## src/rtl/uart_arb_pkg.sv

```systemverilog
// Shared definitions for the UART transmit arbiter: FSM encoding,
// default lock timeout and a pointer-width helper.
package uart_arb_pkg;

  typedef enum logic [1:0] {
    ST_ARB  = 2'd0,
    ST_SEND = 2'd1,
    ST_HOLD = 2'd2
  } arb_state_t;

  localparam int LOCK_TIMEOUT_DEF = 1024;

  // Width of a requester index; at least one bit.
  function automatic int ptr_width(input int n);
    return (n > 1) ? $clog2(n) : 1;
  endfunction

endpackage

```

## src/rtl/rr_pick.sv

```systemverilog
// Combinational rotating first-valid search: returns the first set bit of
// i_valid at or after i_ptr, wrapping from N-1 back to 0.
module rr_pick #(
  parameter int N  = 4,
  parameter int PW = 2
) (
  input  logic [N-1:0]  i_valid,
  input  logic [PW-1:0] i_ptr,
  output logic [N-1:0]  o_onehot,
  output logic [PW-1:0] o_idx
);

  // Walk the N positions starting at the pointer; the first hit wins.
  always_comb begin
    logic          found;
    logic [PW-1:0] j;
    o_onehot = '0;
    o_idx    = '0;
    found    = 1'b0;
    j        = '0;
    for (int k = 0; k < N; k++) begin
      j = PW'((int'(i_ptr) + k) % N);
      if (!found && i_valid[j]) begin
        found       = 1'b1;
        o_onehot[j] = 1'b1;
        o_idx       = j;
      end
    end
  end

endmodule

```

## src/rtl/uart_tx_arbiter.sv

```systemverilog
// Round-robin arbiter feeding bytes from N requesters into one UART
// transmitter. States: ARB (pick owner), SEND (offer byte until the
// transmitter is idle), HOLD (one cycle so the transmitter's IDLE can fall).
// Handshake: a byte is taken on the rising edge where UART_DATA_READY and
// UART_IDLE are both high; REQ_ACK[owner] is high for the following cycle.
// Requesters keep REQ_VALID/REQ_DATA stable from grant until that ACK.
// Optional build macro UART_ARB_LOCK_EN: packet lock keyed on REQ_LAST with
// a LOCK_TIMEOUT release when the owner goes quiet.
module uart_tx_arbiter
  import uart_arb_pkg::*;
#(
  parameter int N            = 4,
  parameter int LOCK_TIMEOUT = LOCK_TIMEOUT_DEF
) (
  input  logic           CLK,
  input  logic           RST_N,
  input  logic [N-1:0]   REQ_VALID,
  input  logic [8*N-1:0] REQ_DATA,
  input  logic [N-1:0]   REQ_LAST,
  output logic [N-1:0]   REQ_ACK,
  output logic [N-1:0]   GRANT,
  output logic [7:0]     UART_DATA,
  output logic           UART_DATA_READY,
  input  logic           UART_IDLE
);

  localparam int PW = ptr_width(N);

  arb_state_t    r_state;
  arb_state_t    w_next_state;
  logic [PW-1:0] r_ptr;
  logic [PW-1:0] r_owner;
  logic [N-1:0]  r_grant;
  logic [N-1:0]  r_ack;
  logic [7:0]    r_data;
  logic          r_ready;

  logic [N-1:0]  w_elig;
  logic [N-1:0]  w_pick_oh;
  logic [PW-1:0] w_pick_idx;
  logic [7:0]    w_pick_data;
  logic [PW-1:0] w_owner_inc;
  logic          w_do_grant;
  logic          w_take;

  assign w_take      = (r_state == ST_SEND) && r_ready && UART_IDLE;
  assign w_do_grant  = (r_state == ST_ARB) && (|w_elig) && UART_IDLE;
  assign w_owner_inc = (r_owner == PW'(N - 1)) ? '0 : r_owner + 1'b1;

  rr_pick #(.N(N), .PW(PW)) u_pick (
    .i_valid  (w_elig),
    .i_ptr    (r_ptr),
    .o_onehot (w_pick_oh),
    .o_idx    (w_pick_idx)
  );

  // Byte of the picked requester.
  always_comb begin
    w_pick_data = '0;
    for (int i = 0; i < N; i++) begin
      if (w_pick_oh[i]) w_pick_data = w_pick_data | REQ_DATA[8*i +: 8];
    end
  end

  // FSM state register.
  always_ff @(posedge CLK or negedge RST_N) begin
    if (!RST_N) r_state <= ST_ARB;
    else        r_state <= w_next_state;
  end

  // FSM next-state logic.
  always_comb begin
    w_next_state = r_state;
    case (r_state)
      ST_ARB:  if (w_do_grant) w_next_state = ST_SEND;
      ST_SEND: if (w_take)     w_next_state = ST_HOLD;
      ST_HOLD: w_next_state = ST_ARB;
      default: w_next_state = ST_ARB;
    endcase
  end

  // Grant, byte register, DATA_READY and the one-cycle ACK pulse.
  always_ff @(posedge CLK or negedge RST_N) begin
    if (!RST_N) begin
      r_grant <= '0;
      r_owner <= '0;
      r_data  <= '0;
      r_ready <= 1'b0;
      r_ack   <= '0;
    end else begin
      r_ack <= '0;
      case (r_state)
        ST_ARB: begin
          if (w_do_grant) begin
            r_grant <= w_pick_oh;
            r_owner <= w_pick_idx;
            r_data  <= w_pick_data;
            r_ready <= 1'b1;
          end else begin
            r_grant <= '0;
          end
        end
        ST_SEND: begin
          if (w_take) begin
            r_ready <= 1'b0;
            r_ack   <= r_grant;
          end
        end
        ST_HOLD: r_grant <= '0;
        default: r_grant <= '0;
      endcase
    end
  end

`ifdef UART_ARB_LOCK_EN
  localparam int CW = $clog2(LOCK_TIMEOUT + 1);

  logic          r_lock;
  logic [CW-1:0] r_tmo_cnt;
  logic [N-1:0]  w_owner_mask;
  logic          w_tmo_hit;

  assign w_owner_mask = N'(1) << r_owner;
  // The release takes effect in the same ARB cycle the count expires.
  assign w_tmo_hit    = (r_state == ST_ARB) && r_lock && !REQ_VALID[r_owner] &&
                        (r_tmo_cnt == CW'(LOCK_TIMEOUT - 1));
  assign w_elig       = (r_lock && !w_tmo_hit) ? (REQ_VALID & w_owner_mask)
                                               : REQ_VALID;

  // Pointer, packet lock and idle-owner timeout.
  always_ff @(posedge CLK or negedge RST_N) begin
    if (!RST_N) begin
      r_ptr     <= '0;
      r_lock    <= 1'b0;
      r_tmo_cnt <= '0;
    end else if (w_take) begin
      r_tmo_cnt <= '0;
      if (REQ_LAST[r_owner]) begin
        r_lock <= 1'b0;
        r_ptr  <= w_owner_inc;
      end else begin
        r_lock <= 1'b1;
      end
    end else if ((r_state == ST_ARB) && r_lock && !REQ_VALID[r_owner]) begin
      if (w_tmo_hit) begin
        r_lock    <= 1'b0;
        r_ptr     <= w_owner_inc;
        r_tmo_cnt <= '0;
      end else begin
        r_tmo_cnt <= r_tmo_cnt + 1'b1;
      end
    end
  end
`else
  logic w_unused;

  assign w_elig   = REQ_VALID;
  assign w_unused = ^{REQ_LAST, 32'(LOCK_TIMEOUT)};

  // Pointer moves past the owner after every byte.
  always_ff @(posedge CLK or negedge RST_N) begin
    if (!RST_N)      r_ptr <= '0;
    else if (w_take) r_ptr <= w_owner_inc;
  end
`endif

  assign GRANT           = r_grant;
  assign REQ_ACK         = r_ack;
  assign UART_DATA       = r_data;
  assign UART_DATA_READY = r_ready;

endmodule

```

## config.mk

```make
export PLATFORM = sky130hd
export DESIGN_NAME = uart_tx_arbiter
export DESIGN_NICKNAME = d
export VERILOG_FILES = /design/src/rtl/uart_arb_pkg.sv /design/src/rtl/rr_pick.sv /design/src/rtl/uart_tx_arbiter.sv
export SDC_FILE = /design/constraint.sdc
export NUM_CORES = 1
export LEC_CHECK = 0
export ABC_AREA = 1
export CAP_MARGIN = 20
export CORE_UTILIZATION = 46
export CTS_BUF_LIST = sky130_fd_sc_hd__clkbuf_2
export DETAILED_ROUTE_END_ITERATION = 12
export MAX_ROUTING_LAYER = met4
export PLACE_DENSITY = 0.92
export SLEW_MARGIN = 20
export SYNTH_ARGS = -nofsm -noshare
export SYNTH_HDL_FRONTEND = slang
export SYNTH_SLANG_ARGS = --single-unit
```

## constraint.sdc

```tcl
create_clock -name CLK -period 2.2 [get_ports CLK]
set_input_delay 0.44 -clock CLK [delete_from_list [all_inputs] [get_ports CLK]]
set_output_delay 0.44 -clock CLK [all_outputs]
set_load 0.05 [all_outputs]
```

# ---- After elaboration in Yosys (flattened, before gate mapping)
# Cells that the tools add are included.
dict set report op_classes {
  addsub 4
  mux 42
  magnitude_cmp 8
  bitwise 6
  n_reduce_logical 20
  eq_ne 4
}
# cell count
set op_table {}
lappend op_table {{8-bit 2-to-1 mux} 4}
lappend op_table {{4-bit 2-to-1 mux} 7}
lappend op_table {{8-bit OR} 3}
lappend op_table {{2-bit 2-to-1 mux} 7}
lappend op_table {{1-bit 2-to-1 mux} 13}
lappend op_table {{2-bit by 3-bit less-than comparator with 1-bit output, second input constant} 4}
lappend op_table {{4-bit OR} 3}
lappend op_table {{1-bit logical AND} 11}
lappend op_table {{1-bit binary-select mux with 2-bit select} 4}
lappend op_table {{1-bit demux with 2-bit select} 4}
lappend op_table {{2-bit by 1-bit greater-or-equal comparator with 1-bit output, second input constant} 4}
lappend op_table {{4-bit one-hot mux with 2 select lines} 1}
lappend op_table {{2-bit by 1-bit adder with 2-bit output, second input constant} 2}
lappend op_table {{2-bit adder, second input constant} 2}
lappend op_table {{2-bit != test, second input constant} 2}
lappend op_table {{2-bit one-hot mux with 2 select lines} 1}
lappend op_table {{2-bit AND reduction} 2}
lappend op_table {{4-bit OR reduction} 1}
lappend op_table {{1-bit zero test} 3}
lappend op_table {{3-bit AND reduction} 1}
lappend op_table {{2-bit by 1-bit equality test with 1-bit output, second input constant} 1}
lappend op_table {{2-bit equality test, second input constant} 1}
lappend op_table {{2-bit zero test} 1}
lappend op_table {{1-bit one-hot mux with 2 select lines} 1}
lappend op_table {{2-bit nonzero test} 1}
dict set report totals {
  reg_bits 23
  input_bits 43
  wordCells 91
}

# ---- Depth between registers and ports, before layout
# Gate-level depths: netlist (run 1).
dict set report logic_depth {
  word_depth 19
  mapped_depth 14
  ltp_nobuf 13
}

# ---- Modules after synthesis
# Synthesis (run 1) repeated with hierarchy kept, for this count alone.
dict set report hier_totals {
  cells_unflattened 226
  area_unflattened_um2 1632.8
}
# mod n_inst cells_each area_each_um2 seq_area_each_um2
set by_module_without_submodules {}
lappend by_module_without_submodules {uart_tx_arbiter 1 144 1156.1 575.6}
lappend by_module_without_submodules {rr_pick 1 82 476.7 0.0}

# ---- Worst setup path after synthesis (run 1)
# No wires, ideal clock.
dict set report synth_path {
  path_type {register -> register}
  start {register r_ptr[0]}
  end {register r_data[1] (netlist: UART_DATA[1])}
  stages_incl_launch_ff 15
  setup_slack_ps 247
  synth_period_minus_slack_ps 1953
  setup_ps 72
  n_path_buf 1
  arrival_ps 1881
  cell_sequence {dfrtp_1 > buf_6 > inv_6 > ha_1 > inv_1 > nand3_1 > nand2_1 > nand2_4 > nor2_8 > nand2_2 > nand3b_4 > nand2_1 > nand3_1 > nor2_1 > nor2_1}
}
dict set report synth_via {
  elab_chain_len 19
  word_cells_on_any_way 54
}
# item line
set synth_lines {}
lappend synth_lines {{start, declared} uart_tx_arbiter.sv:31} ;# logic [PW-1:0] r_ptr;
lappend synth_lines {{start signal, assigned} uart_tx_arbiter.sv:163} ;# else if (w_take) r_ptr <= w_owner_inc;
lappend synth_lines {{parallel branches: the longest is 11 deep, another holds 2-bit by 3-bit less-than comparator with 1-bit output} --}
lappend synth_lines {{4-bit 2-to-1 mux *} rr_pick.sv:23} ;# if (!found && i_valid[j]) begin
lappend synth_lines {{8-bit 2-to-1 mux} uart_tx_arbiter.sv:61} ;# if (w_pick_oh[i]) w_pick_data = w_pick_data | REQ_DATA[8*i +: 8];
lappend synth_lines {{8-bit OR} uart_tx_arbiter.sv:61}
lappend synth_lines {{8-bit 2-to-1 mux} uart_tx_arbiter.sv:61}
lappend synth_lines {{8-bit OR} uart_tx_arbiter.sv:61}
lappend synth_lines {{8-bit 2-to-1 mux} uart_tx_arbiter.sv:61}
lappend synth_lines {{8-bit OR} uart_tx_arbiter.sv:61}
lappend synth_lines {{8-bit 2-to-1 mux *} uart_tx_arbiter.sv:61}
lappend synth_lines {{end signal, assigned} uart_tx_arbiter.sv:97} ;# r_data <= w_pick_data;
lappend synth_lines {{end, declared} uart_tx_arbiter.sv:35} ;# logic [7:0] r_data;
# Every way passes the cells marked *. The select of a mux whose other input is x is not followed.
# A chain may end at the register's enable or synchronous reset.

# ---- Final worst setup path (run 1)
dict set report layout_path {
  start {register r_ready (netlist: UART_DATA_READY)}
  end {output UART_DATA_READY}
}
# item line
set layout_lines {}
lappend layout_lines {{start, declared} uart_tx_arbiter.sv:36} ;# logic r_ready;
lappend layout_lines {{start signal, assigned} uart_tx_arbiter.sv:88} ;# r_ready <= 1'b0;
lappend layout_lines {{start signal, assigned} uart_tx_arbiter.sv:98} ;# r_ready <= 1'b1;
lappend layout_lines {{start signal, assigned} uart_tx_arbiter.sv:105} ;# r_ready <= 1'b0;
lappend layout_lines {{end, declared} uart_tx_arbiter.sv:23} ;# output logic UART_DATA_READY,
# No word-level cell between the ends.

==> results of run 1 <==
worst paths after layout:
| kind | start | endpoint | slack [ps] | depth (start not counted) |
|---|---|---|---|---|
| max | UART_DATA_READY | UART_DATA_READY | 170 | 1 |
| min | RST_N | REQ_ACK[2] | 400 | 2 |
| max reg2reg | r_ptr[1] | UART_DATA[5] | 210 | 13 |
| min reg2reg | r_owner[0] | r_ptr[0] | 520 | 1 |
| max in group asynchronous | RST_N | r_ptr[0] | 1570 | 2 |
| min in group CLK | r_owner[0] | r_ptr[0] | 520 | 1 |
report_power, final:
| group | total, mW | switching, mW | internal, mW | leakage, nW |
|---|---|---|---|---|
| combinational | 2.79 | 1.82 | 0.974 | 0.794 |
| clock | 0.186 | 0.143 | 0.0422 | 0.0126 |
| sequential | 0.706 | 0.102 | 0.604 | 0.284 |
registers in the layout, indices dropped and copies added, names as in the netlist:
register	flops
GRANT	4
REQ_ACK	4
UART_DATA	8
UART_DATA_READY	1
r_owner	2
r_ptr	2
r_state	2
layout by cell type (no fill, tap or decap):
master           netlist  routed
nand3_4                3       3
clkinv_4               0       1
buf_12                 0       1
dfrtp_1               23      22
inv_1                 15      14
buf_4                  0       6
nor2_2                 0       1
inv_2                  5       6
nand3_2                2       2
nand2_4                5       5
a21oi_1                3       3
nor3_1                 1       1
nor2_8                 2       2
nand3b_4               1       1
nand2_2                8       9
nor2_1                30      29
o21ai_1                1       1
clkinvlp_4             0       1
clkbuf_2               0       3
nand3_1               21      21
clkdlybuf4s50_1        0      55
o21ai_0                7       7
ha_4                   0       1
o31ai_1                1       1
nand2_1               72      71
or2_2                  1       1
ha_1                   8       7
a31oi_1                1       1
nor3_2                 2       2
nor4_1                 1       1
dfrtp_2                0       1
routing by layer:
layer	global-route usage	wire length (um)
met3	0.03571	233
met2	0.4317	2260
met4	0.09416	122
met5	-	0
met1	0.2576	1683
metrics by stage:
stage	cells	total power [mW]	worst slack, ps
after floorplan	217	2.639	247.5
after global placement	319	3.288	68.63
after detailed placement	319	3.367	-0.6408
after CTS	323	3.549	23.63
after global routing	326	3.966	15.61
final	326	3.685	167.3
kinds of logic after synthesis:
kind of cell | count (synthesis)
AO/OA/AOI/OAI | 13
adder cells (fa/ha/maj) | 8
buffers and inverters | 24
flip-flops | 23
AND/OR/NAND/NOR | 149
final cells by class:
class / instances / area (sq um) / area share
Sequential cell: 23 / 576.8 / 0.2500
Multi-Input combinational cell: 170 / 950.9 / 0.4121
Timing Repair Buffer: 62 / 615.6 / 0.2668
Clock buffer: 3 / 15.01 / 0.006508
Clock inverter: 1 / 7.507 / 0.003254
Tap cell: 46 / 57.56 / 0.02495
Inverter: 21 / 83.83 / 0.03633
what timing repair did:
| action | CTS | global route |
|---|---|---|
| resized for setup | 0 | 7 |
| setup buffers | 0 | 3 |
| setup endpoints to repair | 0 | 8 |
==> flow_summary.yaml, run 1 <==
status:
  status: "completed"
setup_path:
  critPathMaxFanout: 2
  path_delay_family: "buffers and inverters"
  cp.required_ps: 1760
  crit_type: "flop to output pin"
  slowest_delay_ps: 800
  crit_chain: "clkdlybuf4s50_1"
  crit_arrival_ps: 1590
  endpoint_kind: "output pin"
  cpMaxStageDelayCell: "clkdlybuf4s50_1"
  critPathLaunchType: "flop"
  cp_num_buf_inv: 1
synthesis:
  synth_area_leaders: "dfrtp_1 (36%), nand2_1 (17%), nor2_1 (7.0%)"
  synth_top_family_by_area: "simple AND/OR/NAND/NOR gates"
  synth_cell_type_count: 26
  synth.area.mux_share: 0
  yosys_warnings: 0
  seq_area_frac_synth: 0.3569
  netlist_area_sq_mm: 0.001613
  ys_ff_latch: 23
  syn_inst: 217
  syn_avg_cell_area_sq_um: 7.432
  ys.flop_type: "dfrtp_1"
  syn_nets: 268
  synth_top_cell_by_area: "dfrtp_1"
  synth_most_common_cell: "nand2_1"
  synth_edf_count: 0
  synth_xor_area_frac: 0
  yosys.area_share.simple: 0.4740
  ys_async_sr_fraction: 1.000
  synth_compound_area_frac: 0.04267
  synthAdderAreaFrac: 0.06206
  yosys-top-cells-count: "nand2_1 (72), nor2_1 (30), dfrtp_1 (23)"
  yosysTopAreaCellShare: 0.3569
global_routing:
  grt_max_degree: 24
  antenna_found_initial: 0
  grt.total_usage: 0.2375
  grt-ovfl-total: 0
  first_global_vias: 1442
  grt_pass1_wl_um: 6354
timing:
  setup-violations-final: 0
  rsz0062_at_grt: "no"
  fin_crit_ps: 2033
  tns_ps: 0
  fmax_mhz: 492.0
  skew_ps: 14.24
  worst_pin_slew_ps: 554.9
  hold_ws_ps: 395.8
  fin_crit_sh: 0.9240
  maxSlewViolCount: 0
  hold_viol: 0
  max_slew_margin: 0.6266
route:
  viasPerCell: 4.985
  route.antenna.remaining_nets: 0
  drtPass1Iterations: 4
  wl_per_cell_um: 13.19
  num_vias: 1625
  drc: 0
  initialDrtViolationCount: 113
  drt-total-wl_um: 4299
clocking:
  clk_pin_slew_ps: 250
  clk_latency_ps: 360
  cts_max_level: 1
  numCtsBuffers: 3
  clockBufferDepth: 2
  cts_tree: "yes"
  cts.sinks: 23
  cts-root-buf: "clkbuf_2"
  cts_hold_buf: 0
layout:
  drive_above_1_share: 0.1643
  area_delta_synth_final_pct: 43.06
  fill_cells: 258
  n_antenna_cell: 0
  utilization: 0.6914
  final_area_sq_mm: 0.002307
  layout.nets: 332
power:
  p_leak_nw: 1.091
  ir_worst_vdd_v: 0.0008861
  p_per_area_mw_per_mm2: 1597
placement:
  port_buffers: 55
  hpwl_um: 3200
  globalplace.congestion: 0.8366
  placed_area_sq_mm: 0.002243
floorplanning:
  start_util: 0.4833
  dieHeight_um: 61.21
  dieArea_sq_mm: 0.003747
  die_w_um: 61.21
  row_count: 21
  ioPinCount: 60
  core_sq_mm: 0.003337
run:
  cap_violations: 0
hold_path:
  hold_class: "input port to asynchronous set/reset pin"
Power figures use the tool's default switching activity.
==> run 2, diff against run 1 <==
Settings changed: CORE_ASPECT_RATIO from default to 0.9, REMOVE_ABC_BUFFERS from default to 1, TNS_END_PERCENT from default to 30.
==> flow_summary.yaml, run 2 (same netlist as run 1, synthesis figures left out) <==
status:
  status: "completed"
clocking:
  cts.sinks: 23
  numCtsBuffers: 3
  postCtsSetupRepairBufs: 0
  clockBufferDepth: 2
  clk_latency_ps: 350
  clk_pin_slew_ps: 220
  cts_max_level: 1
  cts_tree: "yes"
  cts-root-buf: "clkbuf_2"
global_routing:
  grt-ovfl-total: 0
  grt_use_met1: 0.2686
  grt_pass1_wl_um: 6106
  grt_max_degree: 24
  antenna_found_initial: 0
  first_global_vias: 1384
  met2_usage: 0.3624
  grtUsageMet3: 0.02953
  busiest_layer: "met2"
  grt.total_usage: 0.2165
layout:
  layout.nets: 330
  final_common_cell: "nand2_1"
  n_antenna_cell: 0
  fill_cells: 276
  area_delta_synth_final_pct: 40.65
  largest_reg_flops: 8
  drive_above_1_share: 0.1439
  final_area_sq_mm: 0.002268
  final_cells: 322
  layout_common_cells: "nand2_1 (72), clkdlybuf4s50_1 (55), nor2_1 (30), dfrtp_1 (23), nand3_1 (21)"
timing:
  maxSlewViolCount: 0
  fin_crit_ps: 2045
  setup-violations-final: 0
  worst_pin_slew_ps: 512.9
  fin_crit_sh: 0.9295
  tns_ps: 0
  rsz0062_at_grt: "no"
  hold_ws_ps: 395.8
  hold_viol: 0
  max_slew_margin: 0.6570
  skew_ps: 14.45
  fmax_mhz: 489.0
setup_path:
  cp.required_ps: 2490
  reg2reg_slack_ps: 160
  slowest_delay_ps: 470
  crit_arrival_ps: 2340
  endpoint_kind: "flop"
  crit_chain: "inv_6 -> ha_4 -> inv_1 -> nand3_1 -> nand2_1 -> nand2_4 -> nor2_8 -> nand2_2 -> nand3_4 -> nand2_1 -> nand3_1 -> nor2_1 -> nor2_1"
  crit_type: "flop to flop"
  cpMaxStageDelayCell: "dfrtp_1"
  path_delay_family: "simple AND/OR/NAND/NOR gates"
  critPathLaunchType: "flop"
  cp_num_buf_inv: 2
  critPathMaxFanout: 10
placement:
  dpl.cell_count: 318
  placed_area_sq_mm: 0.002236
  globalplace.congestion: 0.8548
  hpwl_um: 2900
  port_buffers: 55
route:
  initialDrtViolationCount: 81
  drtPass1Iterations: 4
  viasPerCell: 4.953
  route.antenna.remaining_nets: 0
  num_vias: 1595
  drt-total-wl_um: 3742
  drc: 0
  wl_per_cell_um: 11.62
floorplanning:
  start_util: 0.4810
  die_w_um: 64.42
  row_count: 20
  dieArea_sq_mm: 0.003747
  core_sq_mm: 0.003353
  dieHeight_um: 58.18
  ioPinCount: 60
hold_path:
  hold_class: "input port to asynchronous set/reset pin"
power:
  ir_worst_vdd_v: 0.0009099
  p_per_area_mw_per_mm2: 1558
  p_leak_nw: 1.086
run:
  cap_violations: 0
## run 2: worst paths after layout
path                       cells past startpoint  startpoint      endpoint
max in group asynchronous                      2       RST_N  UART_DATA[6]
max                                           13    r_ptr[0]  UART_DATA[2]
min reg2reg                                    1  r_owner[0]      r_ptr[0]
min in group CLK                               1  r_owner[0]      r_ptr[0]
max reg2reg                                   13    r_ptr[0]  UART_DATA[2]
min                                            2       RST_N    REQ_ACK[2]
## run 2: worst register-to-register path: stages, from the launching register on
cell and delay [ps]:
dfrtp_1 470, inv_6 140, ha_4 230, inv_1 120
nand3_1 90, nand2_1 130, nand2_4 110, nor2_8 170
nand2_2 90, nand3_4 130, nand2_1 80, nand3_1 80
nor2_1 40, nor2_1 90
## run 2: per-stage QoR
step	worst slack, ps	total power, mW	util
after floorplan	158.2	2.610	-
after global placement	59.51	3.265	0.6668
after detailed placement	30.30	3.337	0.6668
after CTS	56.61	3.506	0.6728
after global routing	39.51	3.802	0.6765
final	155.2	3.535	0.6765
## run 2: report_power, final
| group | leakage [nW] | switching [mW] | internal (mW) | total (mW) |
|---|---|---|---|---|
| logic | 0.784 | 1.74 | 0.922 | 2.66 |
| registers | 0.285 | 0.100 | 0.602 | 0.703 |
| clock network | 0.0164 | 0.132 | 0.0411 | 0.173 |
| total | 1.09 | 1.97 | 1.57 | 3.54 |
## run 2: final cells by class
| type | instances | area (sq um) | area share |
|---|---|---|---|
| timing repair buffer | 60 | 588.1 | 0.2592 |
| sequential | 23 | 575.6 | 0.2537 |
| clock inverter | 1 | 5.005 | 0.002206 |
| multi-input combinational | 170 | 945.9 | 0.4170 |
| clock buffer | 3 | 15.01 | 0.006619 |
| tap | 44 | 55.05 | 0.02427 |
| inverter | 21 | 83.83 | 0.03696 |
## run 2: per-layer routing
metal  wire [um]  up-vias
li1            -      807
met1        1660      742
met2        1877       41
met3         158        5
met4          45        0
met5           0        -
## run 2: repair_timing
action | CTS | global route
setup endpoints to repair | 0 | 8
resized for setup | 0 | 1
hold buffers | 0 | 0
==> run 3, diff against run 2 <==
Settings changed: CORE_MARGIN from default to 5, CORE_UTILIZATION 46 to 44, CTS_BUF_LIST sky130_fd_sc_hd__clkbuf_2 to sky130_fd_sc_hd__clkbuf_8 sky130_fd_sc_hd__clkbuf_16, PLACE_DENSITY 0.92 to 0.89.
==> flow_summary.yaml, run 3 (same netlist as run 1, synthesis figures left out) <==
status:
  status: "completed"
setup_path:
  reg2reg_to: "UART_DATA[0]"
  cp.required_ps: 2360
  endpoint_kind: "flop"
  reg2reg_slack_ps: 180
  crit_type: "flop to flop"
  crit_arrival_ps: 2180
  critPathMaxFanout: 10
  r2r_start: "r_ptr[0]"
  critPathLaunchType: "flop"
  reg2reg_depth: 14
clocking:
  cts_tree: "yes"
  cts_max_level: 1
  clockBufferDepth: 2
  clk_latency_ps: 260
  cts_hold_buf: 0
  cts-root-buf: "clkbuf_8"
  cts.sinks: 23
  clk_pin_slew_ps: 80
  numCtsBuffers: 3
floorplanning:
  dieArea_sq_mm: 0.004978
  core_sq_mm: 0.003453
  row_count: 20
  ioPinCount: 60
  start_util: 0.4670
  die_w_um: 73.82
  dieHeight_um: 67.44
timing:
  tns_ps: 0
  skew_ps: 3.181
  max_slew_margin: 0.6528
  hold_viol: 0
  rsz0062_at_grt: "no"
  fin_crit_ps: 2015
  fmax_mhz: 496.2
  maxSlewViolCount: 0
  setup-violations-final: 0
  setup_ws_ps: 184.6
  hold_ws_ps: 496.8
  fin_crit_sh: 0.9161
  worst_pin_slew_ps: 519.2
power:
  p_leak_nw: 1.120
  ir_worst_vdd_v: 0.0008385
  p_per_area_mw_per_mm2: 1605
  power_mw: 3.754
hold_path:
  hold_class: "flop to flop"
  worstHoldPathCells: 1
  worst_hold_path.endpoint: "r_ptr[0]"
  hp-start: "r_owner[0]"
global_routing:
  grt_pass1_wl_um: 7058
  antenna_found_initial: 0
  grt.total_usage: 0.1872
  grt_max_degree: 24
  first_global_vias: 1572
  grt-ovfl-total: 0
route:
  viasPerCell: 4.930
  wl_per_cell_um: 13.28
  initialDrtViolationCount: 83
  drtPass1Iterations: 5
  drc: 0
  route.antenna.remaining_nets: 0
  drt-total-wl_um: 4341
  num_vias: 1612
layout:
  largest_reg_flops: 8
  final_area_sq_mm: 0.002338
  n_antenna_cell: 0
  multi_input_comb_area_sq_um: 948.4
  area_delta_synth_final_pct: 45.00
  seq_area_sq_um: 576.8
  layout_common_cells: "nand2_1 (71), clkdlybuf4s50_1 (55), nor2_1 (30), dfrtp_1 (22), nand3_1 (21)"
  drive_above_1_share: 0.1696
  fill_cells: 287
  final_common_cell: "nand2_1"
  utilization: 0.6772
  layout.nets: 335
  final_cells: 327
placement:
  hpwl_um: 3276
  dpl.cell_count: 317
  globalplace.congestion: 0.7851
  placed_area_sq_mm: 0.002228
  port_buffers: 55
  post-place-ws_ps: 22.16
run:
  cap_violations: 0
run 3: changes by cell type in the layout (fill, tap and decap cells not counted):
cell / before / now
buf_4: 5 / 10
nand2_2: 8 / 9
clkbuf_2: 3 / 0
dfrtp_1: 23 / 22
inv_1: 15 / 14
clkbuf_8: 0 / 3
inv_6: 1 / 0
inv_4: 0 / 1
dfrtp_2: 0 / 1
clkinv_4: 0 / 1
nand2_1: 72 / 71
run 3: timing repair:
| item | in CTS | in global routing |
|---|---|---|
| gates resized for setup | 0 | 9 |
| buffers inserted | 0 | 6 |
| setup endpoints to repair | 0 | 8 |
run 3: report_power, final:
group	switching, mW	internal, mW
clock	0.134	0.126
sequential	0.103	0.607
combinational	1.79	0.998
run 3: critical path, stage by stage, from the launching register on:
cell and delay, ps:
dfrtp_2 410, clkinv_4 120, ha_4 320, inv_2 50, nand3_1 90, nand2_2 80
nand2_4 140, nor2_8 50, buf_4 130, nand2_2 70, nand3_4 130, nand2_1 100
nand3_1 80, nor2_1 100, nor2_1 50
run 3: cell type report:
type / instances / area share
multi-input combinational: 170 / 0.4056
timing repair buffer: 65 / 0.2675
sequential: 23 / 0.2467
inverter: 21 / 0.03692
tap: 44 / 0.02354
clock buffer: 3 / 0.01766
clock inverter: 1 / 0.002140
run 3: metal layers:
| layer | vias to the layer above | GRT usage | wire length [um] |
|---|---|---|---|
| li1 | 820 | - | - |
| met1 | 736 | 0.2339 | 1851 |
| met2 | 52 | 0.3197 | 2113 |
| met3 | 4 | 0.02083 | 330 |
| met4 | 0 | 0.05430 | 46 |
| met5 | - | - | 0 |
run 3: worst max path at each step:
stage	start	end	slack (ps)	cells after the start
after CTS	r_ptr[0]	UART_DATA[3]	90	13
final	r_ptr[0]	UART_DATA[0]	180	14
after global routing	REQ_VALID[0]	UART_DATA[1]	20	14
after detailed placement	REQ_VALID[0]	UART_DATA[3]	20	12
after floorplan	r_ptr[0]	UART_DATA[0]	160	13
after global placement	REQ_VALID[0]	UART_DATA[1]	50	12
